--- src/rtl/an_flp_sender.sv ---
// an_flp_sender: emits Clause 28-style FLP bursts on a differential pair, one 16-bit codeword per burst.
// Latency: busy and the first clock pulse appear the cycle after start is sampled; done follows the last burst by one cycle.
// Backpressure: none; start is ignored while busy and in the done cycle, and an_config is only sampled on acceptance.
module an_flp_sender #(
   parameter int PULSE_CYCLES     = 4,
   parameter int HALF_BIT_CYCLES  = 16,
   parameter int BURST_GAP_CYCLES = 64,
   parameter int NUM_WORDS        = 3
) (
   input  logic                    clk,
   input  logic                    rst_n,
   input  logic                    start,
   input  logic [16*NUM_WORDS-1:0] an_config,
   output logic                    busy,
   output logic                    done,
   output logic                    an_tx_p,
   output logic                    an_tx_n
);

   localparam int CFG_W  = 16 * NUM_WORDS;
   localparam int POS_W  = $clog2(2 * HALF_BIT_CYCLES);
   localparam int GAP_W  = $clog2(BURST_GAP_CYCLES + 1);
   localparam int WIDX_W = $clog2(NUM_WORDS + 1);

   // Position inside one bit period: clock pulse window, data pulse window, wrap point.
   localparam logic [POS_W-1:0]  POS_PULSE_W   = POS_W'(PULSE_CYCLES);
   localparam logic [POS_W-1:0]  POS_PULSE_END = POS_W'(PULSE_CYCLES - 1);
   localparam logic [POS_W-1:0]  POS_DATA_LO   = POS_W'(HALF_BIT_CYCLES);
   localparam logic [POS_W-1:0]  POS_DATA_HI   = POS_W'(HALF_BIT_CYCLES + PULSE_CYCLES);
   localparam logic [POS_W-1:0]  POS_LAST      = POS_W'(2 * HALF_BIT_CYCLES - 1);
   // Bit period 16 holds only the closing clock pulse.
   localparam logic [4:0]        LAST_BIT      = 5'd16;
   localparam logic [GAP_W-1:0]  GAP_LAST      = GAP_W'(BURST_GAP_CYCLES - 1);
   localparam logic [WIDX_W-1:0] LAST_WIDX     = WIDX_W'(NUM_WORDS - 1);

   typedef enum logic [1:0] {
      S_IDLE   = 2'd0,
      S_BURST  = 2'd1,
      S_GAP    = 2'd2,
      S_FINISH = 2'd3
   } state_t;

   state_t             r_state;
   logic [POS_W-1:0]   r_pos;
   logic [4:0]         r_bit;
   logic [GAP_W-1:0]   r_gap;
   logic [WIDX_W-1:0]  r_widx;
   logic [15:0]        r_word;
   logic [CFG_W-1:0]   r_cfg;
   logic               r_busy;
   logic               r_done;
   logic               r_tx_p;
   logic               r_tx_n;

   state_t             w_nxt_state;
   logic [POS_W-1:0]   w_nxt_pos;
   logic [4:0]         w_nxt_bit;
   logic [GAP_W-1:0]   w_nxt_gap;
   logic [WIDX_W-1:0]  w_nxt_widx;
   logic [15:0]        w_nxt_word;
   logic [CFG_W-1:0]   w_nxt_cfg;
   logic               w_nxt_tx;

   // Next-state and counter update; r_word is shifted right so bit 0 is always the bit being sent.
   always_comb begin
      w_nxt_state = r_state;
      w_nxt_pos   = r_pos;
      w_nxt_bit   = r_bit;
      w_nxt_gap   = r_gap;
      w_nxt_widx  = r_widx;
      w_nxt_word  = r_word;
      w_nxt_cfg   = r_cfg;
      unique case (r_state)
         S_IDLE: begin
            if (start) begin
               w_nxt_state = S_BURST;
               w_nxt_pos   = '0;
               w_nxt_bit   = '0;
               w_nxt_widx  = '0;
               w_nxt_word  = an_config[CFG_W-1 -: 16];
               w_nxt_cfg   = an_config << 16;
            end
         end
         S_BURST: begin
            if (r_bit == LAST_BIT && r_pos == POS_PULSE_END) begin
               w_nxt_gap = '0;
               if (r_widx == LAST_WIDX) begin
                  w_nxt_state = S_FINISH;
               end else begin
                  w_nxt_state = S_GAP;
               end
            end else if (r_pos == POS_LAST) begin
               w_nxt_pos  = '0;
               w_nxt_bit  = r_bit + 1'b1;
               w_nxt_word = {1'b0, r_word[15:1]};
            end else begin
               w_nxt_pos = r_pos + 1'b1;
            end
         end
         S_GAP: begin
            if (r_gap == GAP_LAST) begin
               w_nxt_state = S_BURST;
               w_nxt_pos   = '0;
               w_nxt_bit   = '0;
               w_nxt_widx  = r_widx + 1'b1;
               w_nxt_word  = r_cfg[CFG_W-1 -: 16];
               w_nxt_cfg   = r_cfg << 16;
            end else begin
               w_nxt_gap = r_gap + 1'b1;
            end
         end
         S_FINISH: begin
            w_nxt_state = S_IDLE;
         end
         default: begin
            w_nxt_state = S_IDLE;
         end
      endcase
   end

   // Line level for the upcoming cycle: clock pulse at the start of each bit period, data pulse mid-period if the bit is 1.
   always_comb begin
      w_nxt_tx = 1'b0;
      if (w_nxt_state == S_BURST) begin
         if (w_nxt_pos < POS_PULSE_W) begin
            w_nxt_tx = 1'b1;
         end else if (w_nxt_pos >= POS_DATA_LO && w_nxt_pos < POS_DATA_HI && w_nxt_bit != LAST_BIT) begin
            w_nxt_tx = w_nxt_word[0];
         end
      end
   end

   // State, counters and registered outputs; reset aborts any sequence without a done pulse.
   always_ff @(posedge clk or negedge rst_n) begin
      if (!rst_n) begin
         r_state <= S_IDLE;
         r_pos   <= '0;
         r_bit   <= '0;
         r_gap   <= '0;
         r_widx  <= '0;
         r_word  <= '0;
         r_cfg   <= '0;
         r_busy  <= 1'b0;
         r_done  <= 1'b0;
         r_tx_p  <= 1'b0;
         r_tx_n  <= 1'b1;
      end else begin
         r_state <= w_nxt_state;
         r_pos   <= w_nxt_pos;
         r_bit   <= w_nxt_bit;
         r_gap   <= w_nxt_gap;
         r_widx  <= w_nxt_widx;
         r_word  <= w_nxt_word;
         r_cfg   <= w_nxt_cfg;
         r_busy  <= (w_nxt_state == S_BURST) || (w_nxt_state == S_GAP);
         r_done  <= (w_nxt_state == S_FINISH);
         r_tx_p  <= w_nxt_tx;
         r_tx_n  <= ~w_nxt_tx;
      end
   end

   assign busy    = r_busy;
   assign done    = r_done;
   assign an_tx_p = r_tx_p;
   assign an_tx_n = r_tx_n;

endmodule

--- config.mk ---
export PLATFORM = sky130hd
export DESIGN_NAME = an_flp_sender
export DESIGN_NICKNAME = d
export VERILOG_FILES = /design/src/rtl/an_flp_sender.sv
export SDC_FILE = /design/constraint.sdc
export NUM_CORES = 1
export LEC_CHECK = 0
export ABC_AREA = 1
export BUFFER_PORTS_ARGS = -buffer_cell sky130_fd_sc_hd__buf_2
export CELL_PAD_IN_SITES_DETAIL_PLACEMENT = 0
export CELL_PAD_IN_SITES_GLOBAL_PLACEMENT = 1
export CORE_ASPECT_RATIO = 1.2
export CORE_MARGIN = 2
export CORE_UTILIZATION = 42
export CTS_BUF_LIST = sky130_fd_sc_hd__clkbuf_4
export CTS_CLUSTER_SIZE = 20
export DETAILED_ROUTE_END_ITERATION = 7
export PLACE_DENSITY = 0.79
export SETUP_SLACK_MARGIN = 0.4
export SLEW_MARGIN = 40
export SYNTH_ARGS = -nofsm -noshare
export SYNTH_HDL_FRONTEND = slang
export SYNTH_SLANG_ARGS = --single-unit
--- constraint.sdc ---
create_clock -name clk -period 2.25 [get_ports clk]
set_clock_uncertainty 0.2 [all_clocks]
set_input_delay 0.225 -clock clk [delete_from_list [all_inputs] [get_ports clk]]
set_output_delay 0.225 -clock clk [all_outputs]
set_load 0.01 [all_outputs]
After elaboration in Yosys (flattened, before gate mapping) --
Index checks and enable logic that the tools add are counted.
Storage, ports and cells: word-level logic and storage cells 81, output and inout port bits 4, flip-flop bits (word level) 89, input bits 51
Operators by class: $add $sub $neg 4, equal/unequal tests 18, bitwise operators 1, muxes and demuxes 32, reduce and logical (&&, ||, !) cells 11, order comparisons 3
Operator list (count):
- 48-bit two-way mux | 2
- 48-bit case mux with 2 select lines | 1
- 16-bit two-way mux | 4
- 16-bit case mux with 3 select lines | 1
- 5-bit two-way mux | 8
- 5-bit case mux with 3 select lines | 2
- 7-bit two-way mux | 2
- 7-bit case mux with 2 select lines | 1
- 2-bit != test (second input constant) | 6
- 5-bit by 1-bit adder with 5-bit output (second input constant) | 2
- 2-bit equality test (second input constant) | 5
- 5-bit equality test (second input constant) | 2
- 2-bit two-way mux | 5
- 2-bit case mux with 4 select lines | 1
- 7-bit by 1-bit adder with 7-bit output (second input constant) | 1
- 7-bit by 6-bit equality test with 1-bit output (second input constant) | 1
- 3-bit AND reduction | 2
- 5-bit by 2-bit equality test with 1-bit output (second input constant) | 1
- 5-bit >= comparator (second input constant) | 1
- 5-bit by 3-bit less-than comparator with 1-bit output (second input constant) | 1
- 5-bit less-than comparator (second input constant) | 1
- 5-bit != test (second input constant) | 1
- 5-bit AND reduction | 1
- 2-bit by 1-bit equality test with 1-bit output (second input constant) | 2
- 9 further kinds | 15

Depth between registers and ports, before layout --
depth after elaboration 11, depth in mapped cells 16, depth with buffers taken out 16

Worst setup path after synthesis --
OpenSTA, ideal clock, no wires.
path kind reg2reg, start point register r_pos[0], end point register r_tx_p, in the netlist an_tx_p, data required time 1925 ps, slack 226 ps, buffers on the path 0, data arrival time 1699 ps, cell stages (with the launch flop) 16, library setup time 125 ps, clock period less this slack 2024 ps, path through dfrtp_1 -> ha_1 -> nand2_1 -> nor2_1 -> ha_1 -> nand3_1 -> nor2_1 -> nand2_1 -> nand2_1 -> nand2_1 -> nand2_1 -> inv_2 -> nor2_1 -> nand3_1 -> nand2_1 -> a21oi_2
On the way: elaborated cells between the ends (all ways) 27, classes of those cells add/sub (1); order compare (3); eq/ne (4); mux (16); reduce/logical (3)
RTL lines:
- start, declared | RTL line 44 | logic [POS_W-1:0] r_pos;
- start signal, assigned | RTL line 149 | r_pos <= w_nxt_pos;
- 5-bit equality test / 5-bit by 2-bit equality test with 1-bit output (equally long branches) | RTL line 92, 85
- 5-bit two-way mux / 1-bit logical AND (equally long branches) | RTL line 92, 85
- 5-bit two-way mux * | RTL line 85 | if (r_bit == LAST_BIT && r_pos == POS_PULSE_END) begin
- 5-bit case mux with 3 select lines * | RTL line 73 | unique case (r_state)
- via w_nxt_bit[4] | RTL line 57 | logic [4:0] w_nxt_bit;
- 5-bit != test * | RTL line 127 | end else if (w_nxt_pos >= POS_DATA_LO && w_nxt_pos < POS_DATA_HI && w_nxt_bit != LAST_BIT) begin
- 1-bit logical AND * | RTL line 127
- 1-bit two-way mux * | RTL line 127
- 1-bit two-way mux * | RTL line 125 | if (w_nxt_pos < POS_PULSE_W) begin
- 1-bit two-way mux * | RTL line 124 | if (w_nxt_state == S_BURST) begin
- via w_nxt_tx | RTL line 62 | logic w_nxt_tx;
- end signal, assigned | RTL line 157 | r_tx_p <= w_nxt_tx;
- end, declared | RTL line 52 | logic r_tx_p;
Mark *: on every way through the listed nets, which the timed path passes. The rest lies on a longest branch. The select of a mux whose other input is x is not followed. A chain may end at the register's enable or synchronous reset.

Worst setup path after layout --
start point register r_pos[1], end point register r_word[10]
On the way: cells in the longest elaborated chain, start to end 4, elaborated cells between the ends (all ways) 6, classes of those cells eq/ne (4); reduce/logical (2)
RTL lines:
- 5-bit by 2-bit equality test with 1-bit output | RTL line 85
- 1-bit logical AND | RTL line 85
- 2-bit != test (no source line)
- 5-bit AND reduction (no source line) *
- end signal, assigned | RTL line 153 | r_word <= w_nxt_word;
- end, declared | RTL line 48 | logic [15:0] r_word;
Mark *: on every way between the ends. The rest lies on a longest branch, timed or not.

==> results.cfg <==
[place]
place_congestion = 0.797
io_buffers = 54
post_dp_cell_area_sq_um = 4150
hpwl_um = 6090

[yosys]
synth_seq_cells = 73
synth_area_leaders = dfrtp_1 49%, nand2_1 11%, inv_1 6.0%
postSynthAreaPerCell_sq_um = 8.60
synthArstFlopShare = 1.00
synth_common_cells = 112 x nand2_1, 72 x dfrtp_1, 59 x inv_1
yosys_warnings = 0
netlist_area_sq_um = 3690
yosysMostFrequentCell = nand2_1
postSynthCellCount = 429
ys.flop_type = dfrtp_1
ys_seq_area_frac = 0.496
synth_top_area_share = 0.488
synth_edf_count = 0
synthDistinctLibCells = 41
syn-num-nets = 489
synth_top_area_cell = dfrtp_1

[routing]
wl_met2_um = 5310
drt_first_pass_iters = 4
top_layer_used = met4
drtIter0Drc = 199
wl_per_cell_um = 14.5
wirelength_um = 9980
routed_via_density = 4.99
num_vias = 3429
wl_met1_um = 4030
ant_nets = 0
wl_met3_um = 291
drc = 0

[power_and_ir_drop]
p_sw_w = 0.000544
netSwitchingFraction = 0.239
power_frac_clock = 0.359
power_density_nw_per_um2 = 425
pwr-share-comb = 0.064
ir_drop_v = 0.000318
seq_power_share = 0.577
internal_power_w = 0.00173
power_w = 0.00227
p_leak_nw = 2.48

[critical_path]
path_delay_family = buffers and inverters
r2r-start = r_pos[1]$_DFF_PN0_
crit_chain = ha_4 -> buf_4 -> buf_6 -> nand2_4 -> nor2_4 -> nand2_4 -> buf_6 -> buf_8 -> nand2_4 -> nor2_4 -> buf_12 -> a221oi_2 -> nand2_1
end_kind = flip-flop
start_kind = flip-flop
crit_path_max_fanout = 8
r2r_slack_ns = 0.07
reg2reg_depth = 13
crit_top_cell = nand2_4
r2r-end = r_word[10]$_DFFE_PN0P_
critPathArrivalTime_ns = 2.31
critPathMaxStageDelay_ns = 0.43
worstSetupPathType = flip-flop to flip-flop
worst_ep_required_time_ns = 2.38
path_buf_inv = 5
critical_path.slowest_cell = dfrtp_1

[status]
status = complete, no violations

[global_routing]
grt_start_max_net_pins = 56
antenna_found_initial = 0
overflow = 0
grt_usage = 0.221
grt_first_pass_wirelength_um = 16000
grt_pass1_vias = 3483

[die]
die_w_um = 89.6
die_h_um = 107
rows = 37
coreArea_sq_um = 8560
die_area_sq_um = 9550
initial_core_util = 0.431
ios = 55

[cells_and_area]
antennaDiodeCount = 0
area_growth_pct = 45.1
final_net_count = 625
drive_gt1_frac = 0.316
post-route-util = 0.625
postLayoutCellArea_sq_um = 5350

[clocking]
clk_latency_ns = 0.45
htree_levels = 3
tritoncts = built
clockBufferDepth = 2
clkSinkCount = 73
clk_pin_slew_worst_paths_ns = 0.14
numCtsBuffers = 9
cts_root_buf = clkbuf_4

[flow_run]
drv_cap = 0

[worst_hold_path]
hold_path_class = input port to async pin

[timing]
drv_slew = 0
hold_viol_final = 0
max_slew.worst_pin.slew_ns = 0.501
rsz0062_at_grt = true
fin_crit_sh = 0.970
max_freq_ghz = 0.458
setup_violations = 0
slew-limit-headroom = 0.663
fin_crit_ns = 2.18
## per-layer routing
metal / up-vias / track usage
li1: 1680 / -
met1: 1639 / 0.259
met2: 86 / 0.384
met3: 24 / 0.0385
met4: 0 / 0.101
met5: - / 0
## stage by stage
step / std cells / TNS, ns / hold WS [ns] / setup WS [ns]
after global routing: 687 / -0.132 / 0.0792 / -0.0626
after CTS: 672 / 0 / 0.0483 / 0.166
after detailed placement: 594 / 0 / 0.00360 / 0.0149
final: 687 / 0 / 0.0396 / 0.0683
after floorplan: 429 / 0 / -0.271 / 0.275
after global placement: 594 / 0 / -0.00563 / 0.0929
## flip-flops by register name, summed over array words and instances (netlist names)
signal	flops
done	1
r_gap	7
r_word	16
r_cfg	32
busy	1
an_tx_n	1
an_tx_p	1
r_widx	2
r_bit	5
r_pos	5
r_state	2
## placed cells by master, fill, tap and decap left out, types with 3 or more instances in the layout
cell type and count:
a221oi_2 12, buf_12 4, buf_2 54, buf_4 19, buf_6 10, clkbuf_4 9
clkinv_2 4, dfrtp_1 71, dlygate4sd3_1 49, ha_1 3, ha_4 5, inv_1 56
inv_2 9, nand2_1 103, nand2_2 10, nand2_4 6, nand3_1 10, nor2_1 23
nor2_2 3, nor2_4 8, o211ai_1 17, o21ai_0 32, o21ai_1 8
## power by group through the flow
stage / sequential, W / clock [W] / combinational [W]
3_5_place_dp: 0.00134 / 0 / 0.0000764
2_1_floorplan: 0.00134 / 0 / 0.00000116
5_1_grt: 0.00131 / 0.000882 / 0.000159
3_3_place_gp: 0.00134 / 0 / 0.0000760
4_1_cts: 0.00131 / 0.000821 / 0.000142
6_report: 0.00131 / 0.000816 / 0.000146
## how the worst max path moves through the flow
stage,from,end,slack [ns],cells past startpoint
2_1_floorplan,r_pos[0]$_DFF_PN0_,an_tx_p$_DFF_PN0_,0.28,15
3_3_place_gp,r_pos[0]$_DFF_PN0_,an_tx_p$_DFF_PN0_,0.09,12
3_5_place_dp,r_pos[0]$_DFF_PN0_,r_word[9]$_DFFE_PN0P_,0.01,8
4_1_cts,r_pos[1]$_DFF_PN0_,an_tx_n$_DFF_PN1_,0.17,16
5_1_grt,r_pos[1]$_DFF_PN0_,an_tx_n$_DFF_PN1_,-0.06,16
6_report,r_pos[1]$_DFF_PN0_,r_word[10]$_DFFE_PN0P_,0.07,13
## cells by family (layout without fill, tap and decap cells)
kind of cell               count (synthesis)  count (layout)  synth area share
and+or+nand+nor                          175             175             0.216
AOI/OAI and AO/OA                         87              88             0.159
buffers and inverters                     81             221            0.0885
DFF                                       73              73             0.496
adders and majority gates                  9               9            0.0305
xor gates and xnor gates                   4               4           0.00950
## layout make-up
type / instances / area, sq um
clock buffer: 9 / 67.6
clock inverter: 7 / 61.3
fill: 727 / 3210
inverter: 67 / 256
multi-input combinational: 276 / 1870
sequential: 73 / 1830
tap: 117 / 146
timing repair buffer: 138 / 1130
## repair_timing
action                                  4_1_cts  5_1_grt
pin swaps                                     6       29
hold buffers                                 49        0
resized for setup                            16       59
cloned                                        1        0
endpoints found under the hold margin       121        0
endpoints found under the setup margin       24       48
buffers inserted                             12       15
Note: power is estimated with default switching activity, not from simulation.
